==> src/rtl/disp_pkg.sv <==
// Shared definitions for the bill dispense sequencer: FSM state encoding,
// denomination codes and the default bill-count width.
package disp_pkg;

    localparam int DEF_CW = 9;

    typedef enum logic [2:0] {
        ST_IDLE    = 3'd0,
        ST_SELECT  = 3'd1,
        ST_REQ     = 3'd2,
        ST_RELEASE = 3'd3,
        ST_DONE    = 3'd4,
        ST_ERR     = 3'd5
    } state_t;

    localparam logic [1:0] DEN_50 = 2'd0;
    localparam logic [1:0] DEN_20 = 2'd1;
    localparam logic [1:0] DEN_10 = 2'd2;
    localparam logic [1:0] DEN_5  = 2'd3;

endpackage

==> src/rtl/denom_pick.sv <==
// Combinational priority selector: returns the code of the first non-zero
// count in the order 50, 20, 10, 5, and whether any count is non-zero.
module denom_pick
    import disp_pkg::*;
#(
    parameter int CW = DEF_CW
) (
    input  logic [CW-1:0] i_c50,
    input  logic [CW-1:0] i_c20,
    input  logic [CW-1:0] i_c10,
    input  logic [CW-1:0] i_c5,
    output logic          o_valid,
    output logic [1:0]    o_code
);

    // Fixed priority: largest denomination first.
    always_comb begin
        o_valid = 1'b1;
        o_code  = DEN_50;
        if (i_c50 != '0) begin
            o_code = DEN_50;
        end else if (i_c20 != '0) begin
            o_code = DEN_20;
        end else if (i_c10 != '0) begin
            o_code = DEN_10;
        end else if (i_c5 != '0) begin
            o_code = DEN_5;
        end else begin
            o_valid = 1'b0;
        end
    end

endmodule

==> src/rtl/dispense_sequencer.sv <==
// Bill dispense sequencer: captures per-denomination bill counts and issues
// one four-phase request per bill, largest denomination first.
// Optional ack-timeout with ERR state and err port: define DISPENSE_TIMEOUT_EN.
module dispense_sequencer
    import disp_pkg::*;
#(
    parameter int CW          = DEF_CW,
    parameter int ACK_TIMEOUT = 1000
) (
    input  logic          clk,
    input  logic          rst_n,
    input  logic          load,
    input  logic [CW-1:0] c50,
    input  logic [CW-1:0] c20,
    input  logic [CW-1:0] c10,
    input  logic [CW-1:0] c5,
    input  logic          pause,
    input  logic          ack,
    output logic          disp_req,
    output logic [1:0]    disp_sel,
    output logic          busy,
    output logic          done,
    output logic [CW-1:0] remaining
`ifdef DISPENSE_TIMEOUT_EN
    ,
    output logic          err
`endif
);

    state_t        r_state;
    state_t        w_state_next;
    logic [CW-1:0] r_cnt [4];
    logic [CW-1:0] w_load_val [4];
    logic [1:0]    r_sel;
    logic          r_disp_req;
    logic          r_done;
    logic          w_pick_valid;
    logic [1:0]    w_pick_code;
    logic          w_timeout;
    logic          w_ack_taken;

    assign w_load_val[0] = c50;
    assign w_load_val[1] = c20;
    assign w_load_val[2] = c10;
    assign w_load_val[3] = c5;

    denom_pick #(.CW(CW)) u_pick (
        .i_c50   (r_cnt[0]),
        .i_c20   (r_cnt[1]),
        .i_c10   (r_cnt[2]),
        .i_c5    (r_cnt[3]),
        .o_valid (w_pick_valid),
        .o_code  (w_pick_code)
    );

    // An ack only counts once the request has actually been driven.
    assign w_ack_taken = (r_state == ST_REQ) && r_disp_req && ack;

`ifdef DISPENSE_TIMEOUT_EN
    localparam int TO_W = $clog2(ACK_TIMEOUT + 1);
    logic [TO_W-1:0] r_to_cnt;

    // Cycles spent waiting for ack with the request visible; cleared otherwise.
    always_ff @(posedge clk or negedge rst_n) begin
        if (!rst_n) begin
            r_to_cnt <= '0;
        end else if ((r_state == ST_REQ) && r_disp_req && !ack) begin
            r_to_cnt <= r_to_cnt + 1'b1;
        end else begin
            r_to_cnt <= '0;
        end
    end

    assign w_timeout = (r_state == ST_REQ) && r_disp_req && !ack &&
                       (r_to_cnt == TO_W'(ACK_TIMEOUT - 1));
    assign err       = (r_state == ST_ERR);
`else
    assign w_timeout = 1'b0;
`endif

    // State register.
    always_ff @(posedge clk or negedge rst_n) begin
        if (!rst_n) begin
            r_state <= ST_IDLE;
        end else begin
            r_state <= w_state_next;
        end
    end

    // Next-state logic.
    always_comb begin
        w_state_next = r_state;
        case (r_state)
            ST_IDLE:    if (load) w_state_next = ST_SELECT;
            ST_SELECT:  if (!pause) w_state_next = w_pick_valid ? ST_REQ : ST_DONE;
            ST_REQ: begin
                if (w_ack_taken) begin
                    w_state_next = ST_RELEASE;
                end else if (w_timeout) begin
                    w_state_next = ST_ERR;
                end
            end
            ST_RELEASE: if (!ack) w_state_next = ST_SELECT;
            ST_DONE:    w_state_next = ST_IDLE;
            ST_ERR:     if (load) w_state_next = ST_IDLE;
            default:    w_state_next = ST_IDLE;
        endcase
    end

    // One count register per denomination: capture on load, decrement on ack,
    // cleared on an error acknowledge. Never decremented below zero.
    generate
        for (genvar gi = 0; gi < 4; gi++) begin : g_cnt
            always_ff @(posedge clk or negedge rst_n) begin
                if (!rst_n) begin
                    r_cnt[gi] <= '0;
                end else if ((r_state == ST_IDLE) && load) begin
                    r_cnt[gi] <= w_load_val[gi];
                end else if ((r_state == ST_ERR) && load) begin
                    r_cnt[gi] <= '0;
                end else if (w_ack_taken && (r_sel == 2'(gi)) && (r_cnt[gi] != '0)) begin
                    r_cnt[gi] <= r_cnt[gi] - 1'b1;
                end
            end
        end
    endgenerate

    // Selected denomination is latched on SELECT exit and held through RELEASE.
    always_ff @(posedge clk or negedge rst_n) begin
        if (!rst_n) begin
            r_sel <= DEN_50;
        end else if ((r_state == ST_SELECT) && !pause && w_pick_valid) begin
            r_sel <= w_pick_code;
        end
    end

    // Registered request and done pulse; request rises one cycle into REQ and
    // drops on the same edge that accepts ack or expires the timeout.
    always_ff @(posedge clk or negedge rst_n) begin
        if (!rst_n) begin
            r_disp_req <= 1'b0;
            r_done     <= 1'b0;
        end else begin
            r_disp_req <= (r_state == ST_REQ) && (w_state_next == ST_REQ);
            r_done     <= (r_state == ST_DONE);
        end
    end

    // Remaining count of the denomination currently being worked on.
    always_comb begin
        remaining = '0;
        if (r_state == ST_SELECT) begin
            remaining = r_cnt[w_pick_code];
        end else if (r_state != ST_IDLE) begin
            remaining = r_cnt[r_sel];
        end
    end

    assign disp_req = r_disp_req;
    assign disp_sel = r_sel;
    assign busy     = (r_state != ST_IDLE);
    assign done     = r_done;

endmodule

==> config.mk <==
export PLATFORM = sky130hd
export DESIGN_NAME = dispense_sequencer
export DESIGN_NICKNAME = d
export VERILOG_FILES = /design/src/rtl/disp_pkg.sv /design/src/rtl/denom_pick.sv /design/src/rtl/dispense_sequencer.sv
export SDC_FILE = /design/constraint.sdc
export NUM_CORES = 1
export LEC_CHECK = 0
export ABC_AREA = 1
export CORE_MARGIN = 2
export CORE_UTILIZATION = 45
export DETAILED_ROUTE_END_ITERATION = 16
export PLACE_DENSITY_LB_ADDON = 0.08
export SYNTH_ARGS = -nofsm -noshare
export SYNTH_HDL_FRONTEND = slang
export SYNTH_SLANG_ARGS = --single-unit
==> constraint.sdc <==
create_clock -name clk -period 1.8 [get_ports clk]
set_input_delay 0.18 -clock clk [delete_from_list [all_inputs] [get_ports clk]]
set_output_delay 0.18 -clock clk [all_outputs]
set_load 0.005 [all_outputs]
==> flow_metrics.py, run 1 <==
metrics = {
    "timing": {
        "fmax_mhz": 429,
        "tightestPinTransition_ns": 0.587,
        "setup_ws_ns": -0.530,
        "fin_crit_sh": 1.29,
        "hold_viol_final": 0,
        "rsz0062_at_grt": "true",
        "max-slew-margin-rel": 0.608,
        "min_period_ns": 2.33,
        "whs_ns": 0.394,
        "final-max-slew-violation-count": 0,
        "setup_tns_ns": -4.44,
        "clock_skew_ns": 0.00726,
        "setup_viol": 12,
    },
    "drt": {
        "ant_nets": 0,
        "avgRoutedWirePerCell_um": 17.1,
        "vias": 4423,
        "dr.first_iter.drc_count": 512,
        "wl_um": 13500,
        "avgViaCountPerCell": 5.58,
        "post-route-drc-count": 0,
        "first_pass_iters": 5,
    },
    "die": {
        "start_util": 0.469,
        "rows": 31,
        "dieArea_sq_um": 8320,
        "io_pins": 55,
        "coreArea_sq_um": 7290,
        "die_w_um": 91.2,
        "die-height_um": 91.2,
    },
    "setup_path": {
        "slowest_stage": "dfrtp_1",
        "critPathMaxFanout": 3,
        "r2r-end": "disp_sel[1]",
        "required_ns": 1.62,
        "rrSetupSlack_ns": -0.03,
        "arrival_ns": 2.15,
        "worstSetupPathType": "reg2out",
        "worst_setup_path_start_kind": "register",
        "worstSetupEndpointType": "primary output",
        "slowest_delay_ns": 0.40,
        "r2r_cells": 14,
        "r2r_start": "r_cnt[10]",
        "worstPathCellList": "inv_2 > ha_4 > inv_2 > nor2_2 > nand2_2 > nor2_4 > buf_6 > nand2_8 > nand2_4 > buf_6 > nand3_1 > nand3_1 > nand3_1 > nand2_1 > buf_2",
        "crit_top_cell": "nand3_1",
    },
    "clocking": {
        "clock-root-buffer": "clkbuf_8",
        "clkLatencyLatePin_ns": 0.31,
        "ctsHtreeMaxLevel": 2,
        "cts_buffer_depth": 2,
        "clock_sinks": 43,
        "numCtsBuffers": 5,
        "clk_pin_slew_ns": 0.09,
        "cts_tree": "built",
    },
    "synth": {
        "syn_avg_cell_area_sq_um": 6.76,
        "synth_cells": 506,
        "yosysWarnings": 0,
        "syn_area_sq_um": 3420,
        "ys_ff_latch": 43,
        "ys_types": 34,
        "seq_area_frac_synth": 0.314,
        "syn-num-nets": 555,
    },
    "grt": {
        "grt_max_degree": 25,
        "grt_usage": 0.305,
        "grt_pass1_wl_um": 20200,
        "antenna_found_initial": 0,
        "grt_pass1_vias": 4166,
        "gr-total-overflow": 0,
    },
    "power": {
        "powerDensity_nw_per_um2": 1490,
        "leakagePower_nw": 2.56,
        "ir_drop_mv": 0.828,
    },
    "cells_and_area": {
        "fillers": 587,
        "finalInstanceArea_sq_um": 5560,
        "final_nets": 741,
        "final_cells": 792,
        "drive_above_1_share": 0.338,
        "area_delta_synth_final_pct": 62.4,
        "layout_commonest_cell": "buf_4",
        "layout_common_cells": "buf_4 (112), nand2_1 (108), nand3_1 (53), o21ai_0 (53), clkdlybuf4s50_1 (44)",
        "diodes": 0,
    },
    "run_status": {
        "status": "finished with violations",
        "failed_checks": "negative setup slack",
    },
    "placement": {
        "place_congestion": 0.967,
        "dp_cells": 742,
        "dpl.hpwl_um": 9130,
        "portBuffers": 54,
        "dpl_cell_area_sq_um": 4820,
    },
    "hold_path": {
        "worstHoldPathType": "in2async",
    },
    "run": {
        "cap_violations": 0,
    },
}
Yosys cell counts (all sizes together):
| master | n | area (sq um) |
|---|---|---|
| a21o | 1 | 7.51 |
| a21oi | 13 | 65.1 |
| a22oi | 1 | 7.51 |
| a31oi | 12 | 75.1 |
| and2 | 1 | 6.26 |
| buf | 13 | 97.6 |
| clkbuf | 4 | 15.0 |
| clkinv | 2 | 7.51 |
| dfrtp | 43 | 1080 |
| ha | 8 | 100 |
| inv | 49 | 184 |
| nand2 | 128 | 513 |
| nand3 | 75 | 408 |
| nand3b | 2 | 15.0 |
| nand4 | 6 | 37.5 |
| nor2 | 55 | 254 |
| nor3 | 5 | 36.3 |
| o211ai | 3 | 22.5 |
| o21ai | 59 | 307 |
| o22ai | 16 | 100 |
| xnor2 | 4 | 35.0 |
| xor2 | 6 | 52.6 |
logic make-up after synthesis:
| family | Yosys count | synth area share |
|---|---|---|
| adder cells (fa/ha/maj) | 8 | 0.0293 |
| AND/OR/NAND/NOR | 272 | 0.371 |
| AO/OA/AOI/OAI | 105 | 0.171 |
| XOR/XNOR | 10 | 0.0256 |
| buffers and inverters | 68 | 0.0888 |
| flip-flops | 43 | 0.314 |
how the worst max path moves through the flow:
| stage | startpoint | endpoint | slack (ns) |
|---|---|---|---|
| floorplan | r_cnt[27] | remaining[2] | 0.1 |
| global placement | r_cnt[9] | remaining[3] | -0.46 |
| detailed placement | r_cnt[10] | remaining[1] | -0.47 |
| CTS | r_cnt[10] | remaining[6] | -0.52 |
| global route | r_cnt[10] | remaining[4] | -0.63 |
| finish | r_cnt[10] | remaining[4] | -0.53 |
cell type report:
class	count	area [sq um]	share of cell area
Clock buffer	6	82.6	0.0149
Clock inverter	2	35.0	0.00630
Inverter	51	196	0.0354
Multi-Input combinational cell	403	2390	0.430
Sequential cell	43	1080	0.194
Tap cell	99	124	0.0223
Timing Repair Buffer	188	1650	0.298
registers in the layout, indices dropped and copies added, names as in the netlist:
signal    count
r_state       3
disp_sel      2
disp_req      1
done          1
r_cnt        36
power breakdown:
group          internal, W  switching, W
Sequential         0.00139      0.000261
Clock             0.000450      0.000388
Combinational      0.00260       0.00317
stage by stage:
step,util,total power [W],worst slack (ns)
after detailed placement,0.661,0.00688,-0.472
final,0.762,0.00826,-0.530
after CTS,0.712,0.00763,-0.522
after global routing,0.762,0.00882,-0.628
after global placement,0.661,0.00675,-0.457
after floorplan,-,0.00433,0.0987
per-layer routing:
| metal | GRT usage | share of wire | up-vias |
|---|---|---|---|
| met1 | 0.396 | 0.41 | 2034 |
| met4 | 0.165 | 0.043 | 0 |
| met2 | 0.489 | 0.47 | 240 |
| met5 | 0 | 0 | - |
| li1 | - | - | 2087 |
| met3 | 0.0456 | 0.075 | 62 |
critical path: cells and delay by family, from the launching register on:
kind | cells | cell delay (ns)
AND/OR/NAND/NOR | 9 | 0.83
buffers and inverters | 5 | 0.48
flip-flops | 1 | 0.40
adder cells (fa/ha/maj) | 1 | 0.13
repair_timing:
item / 4_1_cts / 5_1_grt
resized for setup: 63 / 64
pin swaps: 10 / 33
hold buffers: 1 / 0
gates cloned: 3 / 5
endpoints found under the hold margin: 21 / 0
setup endpoints to repair: 9 / 45
buffers inserted: 21 / 13
Power figures use the tool's default switching activity.
==> run 2: changes to the inputs <==
- GPL_TIMING_DRIVEN: not set -> 1
==> results of run 2 <==
The final DEF is identical to that of run 1; final timing and power are the same.
